[src/rtl/flag_byte_scrambler_if.sv]
// rtl/flag_byte_scrambler_if.sv - byte stream bundle between the scrambler and its neighbours
interface flag_byte_scrambler_if;
    logic [7:0] inp;
    logic [7:0] res;

    // Upstream source drives plaintext and observes the scrambled byte
    modport master (
        output inp,
        input  res
    );

    // Scrambler samples plaintext and drives the scrambled byte
    modport slave (
        input  inp,
        output res
    );
endinterface

[src/rtl/flag_byte_scrambler.sv]
// rtl/flag_byte_scrambler.sv - keyed byte-serial scrambler with four rotating rounds
module flag_byte_scrambler #(
    parameter logic [7:0] KEY_INIT = 8'hA5
) (
    input  logic                  clk,
    input  logic                  rst,
    flag_byte_scrambler_if.slave  chall_bus
);

    localparam logic [1:0] ROUND_XOR = 2'd0;
    localparam logic [1:0] ROUND_ADD = 2'd1;
    localparam logic [1:0] ROUND_NOT = 2'd2;
    localparam logic [1:0] ROUND_SUB = 2'd3;

    logic [7:0] res_q, res_d;
    logic [7:0] key_q, key_d;
    logic [1:0] st_q,  st_d;
    logic [7:0] t;
    logic [7:0] rotl3_inp;
    logic [7:0] rotr2_inp;

    assign rotl3_inp = {chall_bus.inp[4:0], chall_bus.inp[7:5]};
    assign rotr2_inp = {chall_bus.inp[1:0], chall_bus.inp[7:2]};

    // Round function: one of four byte transforms selected by the round counter
    always_comb begin
        t = 8'h00;
        case (st_q)
            ROUND_XOR: t = rotl3_inp ^ key_q;
            ROUND_ADD: t = chall_bus.inp + key_q;
            ROUND_NOT: t = (~chall_bus.inp) ^ key_q;
            ROUND_SUB: t = rotr2_inp - key_q;
            default:   t = 8'h00;
        endcase
    end

    // Next state: output and key both take the round result, counter wraps naturally
    always_comb begin
        res_d = t;
        key_d = t;
        st_d  = st_q + 2'd1;
    end

    // State update; reset discards any in-flight key chain and restarts at round 0
    always_ff @(posedge clk) begin
        if (rst) begin
            res_q <= 8'h00;
            key_q <= KEY_INIT;
            st_q  <= ROUND_XOR;
        end else begin
            res_q <= res_d;
            key_q <= key_d;
            st_q  <= st_d;
        end
    end

    assign chall_bus.res = res_q;

endmodule

[src/flat_wrapper.sv]
// flat-port wrapper written by rule: the top's interface ports become plain ports
module flag_byte_scrambler_flat 
#(
    parameter logic [7:0] KEY_INIT = 8'hA5
)
  (clk, rst, chall_bus_inp, chall_bus_res);
  flag_byte_scrambler_if chall_bus_i ();
  input  logic clk;
  input  logic rst;
  input wire logic [$bits(chall_bus_i.inp)-1:0] chall_bus_inp;
  output wire logic [$bits(chall_bus_i.res)-1:0] chall_bus_res;
  assign chall_bus_i.inp = chall_bus_inp;
  assign chall_bus_res = chall_bus_i.res;
  flag_byte_scrambler #(.KEY_INIT(KEY_INIT)) u_core (.clk(clk), .rst(rst), .chall_bus(chall_bus_i));
endmodule
[config.mk]
export PLATFORM = sky130hd
export DESIGN_NAME = flag_byte_scrambler_flat
export DESIGN_NICKNAME = d
export VERILOG_FILES = /design/src/rtl/flag_byte_scrambler_if.sv /design/src/rtl/flag_byte_scrambler.sv /design/src/flat_wrapper.sv
export SDC_FILE = /design/constraint.sdc
export NUM_CORES = 1
export LEC_CHECK = 0
export CAP_MARGIN = 25
export CORE_ASPECT_RATIO = 0.9
export CORE_MARGIN = 5
export CORE_UTILIZATION = 55
export CTS_CLUSTER_DIAMETER = 60
export DETAILED_ROUTE_END_ITERATION = 7
export GPL_TIMING_DRIVEN = 1
export PLACE_DENSITY_LB_ADDON = 0.15
export SLEW_MARGIN = 20
export SYNTH_ARGS = -nofsm -noshare
export SYNTH_HDL_FRONTEND = slang
export SYNTH_SLANG_ARGS = --single-unit
[constraint.sdc]
create_clock -name clk -period 2.2 [get_ports clk]
set_input_delay 0.44 -clock clk [delete_from_list [all_inputs] [get_ports clk]]
set_output_delay 0.44 -clock clk [all_outputs]
set_load 0.1 [all_outputs]
# After elaboration in Yosys (flattened, before gate mapping)
# Cells that the tools add are included.
[op_classes]
add_sub_neg = 3
mul = 0
div = 0
order_cmp = 0
n_eq_ne = 3
shift = 0
n_mux = 1
n_bitwise = 3
n_reduce_logical = 1
[op_table]
columns = ["cell", "n"]
rows = [
  ["$pmux W8 S4", 1],
  ["$xor A8 B8 Y8", 2],
  ["$add A8 B8 Y8", 1],
  ["$not A8 Y8", 1],
  ["$sub A8 B8 Y8", 1],
  ["$eq A2 B2 Y1 const B", 2],
  ["$add A2 B1 Y2 const B", 1],
  ["$eq A2 B1 Y1 const B", 1],
  ["$logic_not A2 Y1", 1],
]
[totals]
ff_bits = 18
latchBits = 0
ramBits = 0
mem_bits_ro = 0
inputBits = 10
out_inout_bits = 8
word_cells = 14
n_memories = 0

# Depth between registers and ports, before layout
# Gate-level depths: netlist (run 1).
[logic_depth]
depth_word = 3
depth_mapped = 9

# Worst setup path after synthesis (run 1)
# No wires, ideal clock.
[synth_timing]
kind = "flip-flop to flip-flop"
startpoint = "register u_core.key_q[1]"
endpoint = "register u_core.res_q[5], in the netlist u_core.chall_bus.res[5]"
setup_ns = 0.132
arrival_ns = 1.888
setup_slack_ns = 0.179
stages_incl_launch_ff = 8
period_less_slack_ns = 2.021
cell_sequence = "dfxtp_1 > inv_1 > ha_1 > nor2b_1 > o31a_1 > or3_1 > a311oi_2 > a21oi_1"
[synth_via]
elab_chain_cells = 2
[synth_rtl]
columns = ["item", "line_no", "text"]
rows = [
  ["from (decl)", "flag_byte_scrambler.sv:16", "logic [7:0] key_q, key_d;"],
  ["from (signal assigned)", "flag_byte_scrambler.sv:52", "key_q <= key_d;"],
  ["$sub A8 B8 Y8 / $add A8 B8 Y8 (equally long branches)", "flag_byte_scrambler.sv:32, flag_byte_scrambler.sv:30", ""],
  ["$pmux W8 S4 *", "flag_byte_scrambler.sv:28", "case (st_q)"],
  ["to (signal assigned)", "flag_byte_scrambler.sv:51", "res_q <= res_d;"],
  ["to (decl)", "flag_byte_scrambler.sv:15", "logic [7:0] res_q, res_d;"],
]
# Every way passes the cells marked *; elsewhere a longest branch is shown, timed or not.
# A chain may end at the register's enable or synchronous reset.

# Worst setup path in the final report (run 1)
# Ends and elaborated chain as after synthesis.

==> metrics.yaml, run 1 <==
synth.area.top_cells: "dfxtp_1, ha_1, xnor2_1"
start_kind: "register"
peakVddDrop_v: 0.0006154
cts_tree: "yes"
gp_congestion: 0.9031
synth_top_cell_by_area: "dfxtp_1"
timing.final.max_slew_violations: 0
synth_seq_cells: 14
max_freq_mhz: 482.0
crit_type: "register to register"
rr_endpoint: "u_core.chall_bus.res[5]"
grt_pass1_wl_um: 6713
die-area_um2: 3640
endpoint: "u_core.chall_bus.res[5]"
synth_edf_count: 0
fin_crit_ps: 2075
wl_met1_um: 1752
worstPathBufferInverterCount: 1
root_buffer: "clkbuf_4"
yosys_warnings: 0
instances_no_fill: 252
reg2reg_depth: 7
utilization_pct: 77.95
syn_avg_cell_area_um2: 8.050
clock_latency_ps: 300
routed-wl-met3_um: 321
slew_headroom_pct: 68.37
crit_family: "compound AO/OA/AOI/OAI gates"
die_height_um: 57.74
vias: 1487
outcome: "completed"
yosysSeqAreaShare_pct: 20.13
numCtsBuffers: 3
layout_common_cells: "buf_4, ha_1, inv_1, nor2_1, dfxtp_1"
drtPass1Iterations: 4
cp_data_required_time_ps: 2400
cts.sinks: 14
cap_viol_max_count: 0
cp-end-kind: "register"
fin_nets: 255
critPathSlowestCell: "dfxtp_2"
coreArea_um2: 2446
drt_iter0_markers: 142
cellPowerDensity_nw_per_um2: 852.4
grt_use_total_pct: 23.38
hold_viol_final: 0
worstSetupStartpoint: "u_core.key_q[1]"
reg2reg_from: "u_core.key_q[1]"
antenna_found_initial: 0
final_common_cell: "buf_4"
dp.cells: 246
worst-endpoint-arrival_ps: 2270
fillers: 169
cp_max_fo: 3
power_mw: 1.625
drc: 0
layout-drive-gt1-share_pct: 29.46
diodes: 0
start_util_pct: 56.93
dp_hpwl_um: 3328
final_antenna_net_count: 0
regArea_um2: 281.5
via_per_inst: 5.901
syn_nets: 203
synthArstFlopShare_pct: 0
hp-class: "register to register"
clock_skew_ps: 14.39
die_w_um: 63.04
wl_met2_um: 2028
setup_violations: 0
htreeDepth: 1
cpPeakStageDelay_ps: 370
r2r_slack_ps: 130
wl_per_cell_um: 16.72
wirelength_um: 4214
io_pins: 18
synth.top_cell.area_share_pct: 20.13
synth.distinct_cells: 41
fp-row-count: 17
multiInputGateArea_um2: 1044
syn2layout_area_growth_pct: 36.93
leakage_nw: 0.9274
postCtsHoldBufs: 0
post-route-period-util_pct: 94.30
overflow: 0
syn-cell-area_um2: 1393
crit_chain: "inv_1 > ha_1 > nor2b_2 > o31a_1 > or3_4 > a311oi_2 > a21oi_1"
cts_max_path_buffers: 2
synth_ff_type: "dfxtp_1"
grt_pass1_vias: 1424
synth_cells: 173
io_buffers: 17
grt_start_max_net_pins: 12
rsz0062_at_grt: "false"
clk_pin_slew_ps: 110
top_layer: "met4"
path_depth: 7
worst_slew_pin_slew_ps: 474.5
[per-layer routing]
metal  global-route usage [%]  vias up
li1                         -      716
met1                    29.04      690
met2                    39.53       68
met3                    5.039       13
met4                    9.091        0
met5                        0        -
[what timing repair did]
action,in CTS,in global routing
hold endpoints to repair,0,0
cloned,0,0
pin swaps,1,10
endpoints found under the setup margin,4,6
buffers inserted,0,2
resized for setup,3,15
[logic make-up after synthesis]
kind of cell	synth area share (%)
muxes	5.930
AOI/OAI and AO/OA	23.27
xor gates and xnor gates	7.547
DFF	20.13
and+or+nand+nor	16.44
buffers and inverters	7.637
adders and majority gates	19.05
[cells in the mapped netlist (5+ instances only)]
cell type / count
nor2_1: 14
o21ai_0: 11
a21oi_1: 9
nand2_1: 10
xor2_1: 5
xnor2_1: 7
mux2i_1: 6
ha_1: 18
inv_1: 16
dfxtp_1: 14
a211oi_1: 6
[stage by stage]
step	TNS [ps]	hold slack, ps	setup WS, ps	area, um^2
global route	0	527.1	4.315	1907
finish	0	501.9	125.5	1907
CTS	0	495.5	7.207	1851
detailed placement	-2304	471.1	-354.3	1802
global placement	-2120	443.2	-318.6	1802
floorplan	0	433.2	179.4	1393
[registers in the layout, indices dropped and copies added (netlist names)]
signal	cells
u_core.chall_bus.res	4
u_core.key_q	8
u_core.st_q	2
[report_power, final]
part	leakage, nW	internal, mW	total (mW)	switching, mW
Sequential	0.117	0.304	0.342	0.0379
Combinational	0.789	0.446	1.08	0.633
Clock	0.0210	0.101	0.204	0.103
[worst min path at each step]
stage | startpoint | endpoint | slack (ps) | depth (start not counted)
after CTS | u_core.st_q[0] | u_core.st_q[0] | 500 | 1
after floorplan | u_core.st_q[0] | u_core.st_q[0] | 430 | 1
final | u_core.st_q[0] | u_core.st_q[0] | 500 | 1
after detailed placement | u_core.st_q[0] | u_core.st_q[0] | 470 | 1
after global placement | u_core.st_q[0] | u_core.st_q[0] | 440 | 1
after global routing | u_core.st_q[0] | u_core.st_q[0] | 530 | 1
[cell type report]
type | count | share of cell area [%]
well taps | 28 | 1.837
inverters | 16 | 3.150
clock buffers | 4 | 1.903
flip-flops and latches | 14 | 14.76
repair buffers | 55 | 23.62
multi-input cells | 135 | 54.72
(Power assumes the default switching activity.)
==> inputs of run 2 (changes only) <==
--- a/config.mk
+++ b/config.mk
@@ -7,11 +7,10 @@
 export LEC_CHECK = 0
 export CAP_MARGIN = 25
 export CORE_ASPECT_RATIO = 0.9
-export CORE_MARGIN = 5
+export CORE_MARGIN = 4
 export CORE_UTILIZATION = 55
 export CTS_CLUSTER_DIAMETER = 60
 export DETAILED_ROUTE_END_ITERATION = 7
-export GPL_TIMING_DRIVEN = 1
 export PLACE_DENSITY_LB_ADDON = 0.15
 export SLEW_MARGIN = 20
 export SYNTH_ARGS = -nofsm -noshare
==> run 2 against run 1 <==
Final area is 1.2% lower. Largest power group unchanged. Non-clock buffer count shrank 2. Wire length down 4.2%. Clock-buffer cell count is the same. Maximum frequency is 2.5% lower. Die area decreased by 6.5%. Highest routed layer unchanged. Clock skew up 6.6 ps.
==> metrics.yaml, run 2 (synthesis gave the netlist of run 1 again) <==
cap_viol_max_count: 0
io_buffers: 17
die_w_um: 61.04
setup_violations: 0
outcome: "completed"
grt_pass1_wl_um: 7017
root_buffer: "clkbuf_4"
dp_hpwl_um: 3173
antenna_found_initial: 0
diodes: 0
hold_viol_final: 0
fin_area_um2: 1884
leakage_nw: 0.9043
worst-endpoint-arrival_ps: 2330
coreArea_um2: 2446
drc: 0
via_per_inst: 5.772
max_freq_mhz: 470.1
reg2reg_depth: 7
drt_iter0_markers: 77
drtPass1Iterations: 4
regArea_um2: 281.5
cp_max_fo: 3
reg2reg_from: "u_core.key_q[1]"
largest_reg_flops: 8
clk_pin_slew_ps: 110
layout-drive-gt1-share_pct: 27.93
fin_nets: 253
die_height_um: 55.74
cts_max_path_buffers: 2
gp_congestion: 0.9202
fillers: 166
cp_data_required_time_ps: 2410
start_util_pct: 56.93
clock_skew_ps: 21.02
cts.sinks: 14
io_pins: 18
vias: 1443
placed_area_um2: 1794
setup_tns_ps: 0
layout_common_cells: "buf_4, ha_1, inv_1, nor2_1, dfxtp_1"
htreeDepth: 1
hp-class: "register to register"
fin_crit_ps: 2127
syn2layout_area_growth_pct: 35.31
final_antenna_net_count: 0
final_common_cell: "buf_4"
worst_slew_pin_slew_ps: 497.0
cts_tree: "yes"
endpoint: "u_core.key_q[4]"
overflow: 0
slew_headroom_pct: 66.87
r2r_slack_ps: 100
post-route-period-util_pct: 96.69
regMostFlops: "u_core.key_q"
cp-end-kind: "register"
min_path_cells: 1
postCtsHoldBufs: 0
clock_latency_ps: 310
grt_start_max_net_pins: 12
peakVddDrop_v: 0.0006557
fp-row-count: 17
grt_use_total_pct: 27.19
rr_endpoint: "u_core.chall_bus.res[5]"
numCtsBuffers: 3
grt_pass1_vias: 1464
die-area_um2: 3402
worstSetupStartpoint: "chall_bus_inp[0]"
wirelength_um: 4036
rsz0062_at_grt: "false"
cellPowerDensity_nw_per_um2: 845.9
wl_per_cell_um: 16.14
multiInputGateArea_um2: 1039
crit_type: "primary input to register"
start_kind: "primary input"
timing.final.max_slew_violations: 0
-- run 2: cell types whose count changed in the layout (fill, tap and decap cells not counted), sizes merged --
cell / before / now
clkdlybuf4s50: 3 / 4
dlymetal6s2s: 6 / 5
buf: 46 / 44
-- run 2: layout make-up --
| class | instances | area share, % |
|---|---|---|
| Timing Repair Buffer | 53 | 22.97 |
| Sequential cell | 14 | 14.94 |
| Inverter | 16 | 3.187 |
| Multi-Input combinational cell | 135 | 55.11 |
| Tap cell | 28 | 1.859 |
| Clock buffer | 4 | 1.926 |
-- run 2: timing repair --
item / CTS / global route
setup buffers: 0 / 1
setup endpoints to repair: 3 / 8
pin swaps: 1 / 4
resized for setup: 1 / 14
-- run 2: how the worst min path moves through the flow --
| stage | start | end | slack, ps |
|---|---|---|---|
| 3_3_place_gp | u_core.st_q[0] | u_core.st_q[0] | 440 |
| 3_5_place_dp | u_core.st_q[0] | u_core.st_q[0] | 460 |
| 6_report | u_core.st_q[0] | u_core.st_q[0] | 480 |
| 2_1_floorplan | u_core.st_q[0] | u_core.st_q[0] | 430 |
| 4_1_cts | u_core.st_q[0] | u_core.st_q[0] | 480 |
| 5_1_grt | u_core.st_q[0] | u_core.st_q[0] | 500 |
-- run 2: critical path, stage by stage --
cell             delay (ps)
clkdlybuf4s50_1         450
ha_1                    270
fa_2                    380
a21o_1                  170
a211oi_1                250
nor2_1                  100
a221oi_1                220
nor2_1                   60
-- run 2: power breakdown --
group / internal, mW / switching [mW] / total, mW / leakage [nW]
clock: 0.101 / 0.101 / 0.202 / 0.0210
sequential: 0.304 / 0.0399 / 0.344 / 0.117
combinational: 0.434 / 0.614 / 1.05 / 0.766
total: 0.839 / 0.754 / 1.59 / 0.904
-- run 2: stage by stage --
step	power (mW)	worst slack, ps	util (%)	hold slack [ps]	cells
after floorplan	1.054	179.4	-	433.2	173
after global placement	1.328	-321.6	73.35	441.9	245
after detailed placement	1.355	-352.0	73.35	457.0	245
after CTS	1.566	13.06	75.14	482.2	249
after global routing	1.707	2.801	77.03	503.9	250
final	1.594	72.74	77.03	478.4	250
-- run 2: per-layer routing --
metal	up-vias	GRT usage [%]	share of wire (%)
met5	-	0	0
met4	0	13.93	3.7
met3	15	3.248	7.0
met2	54	41.24	46
met1	660	36.75	43
li1	714	-	-
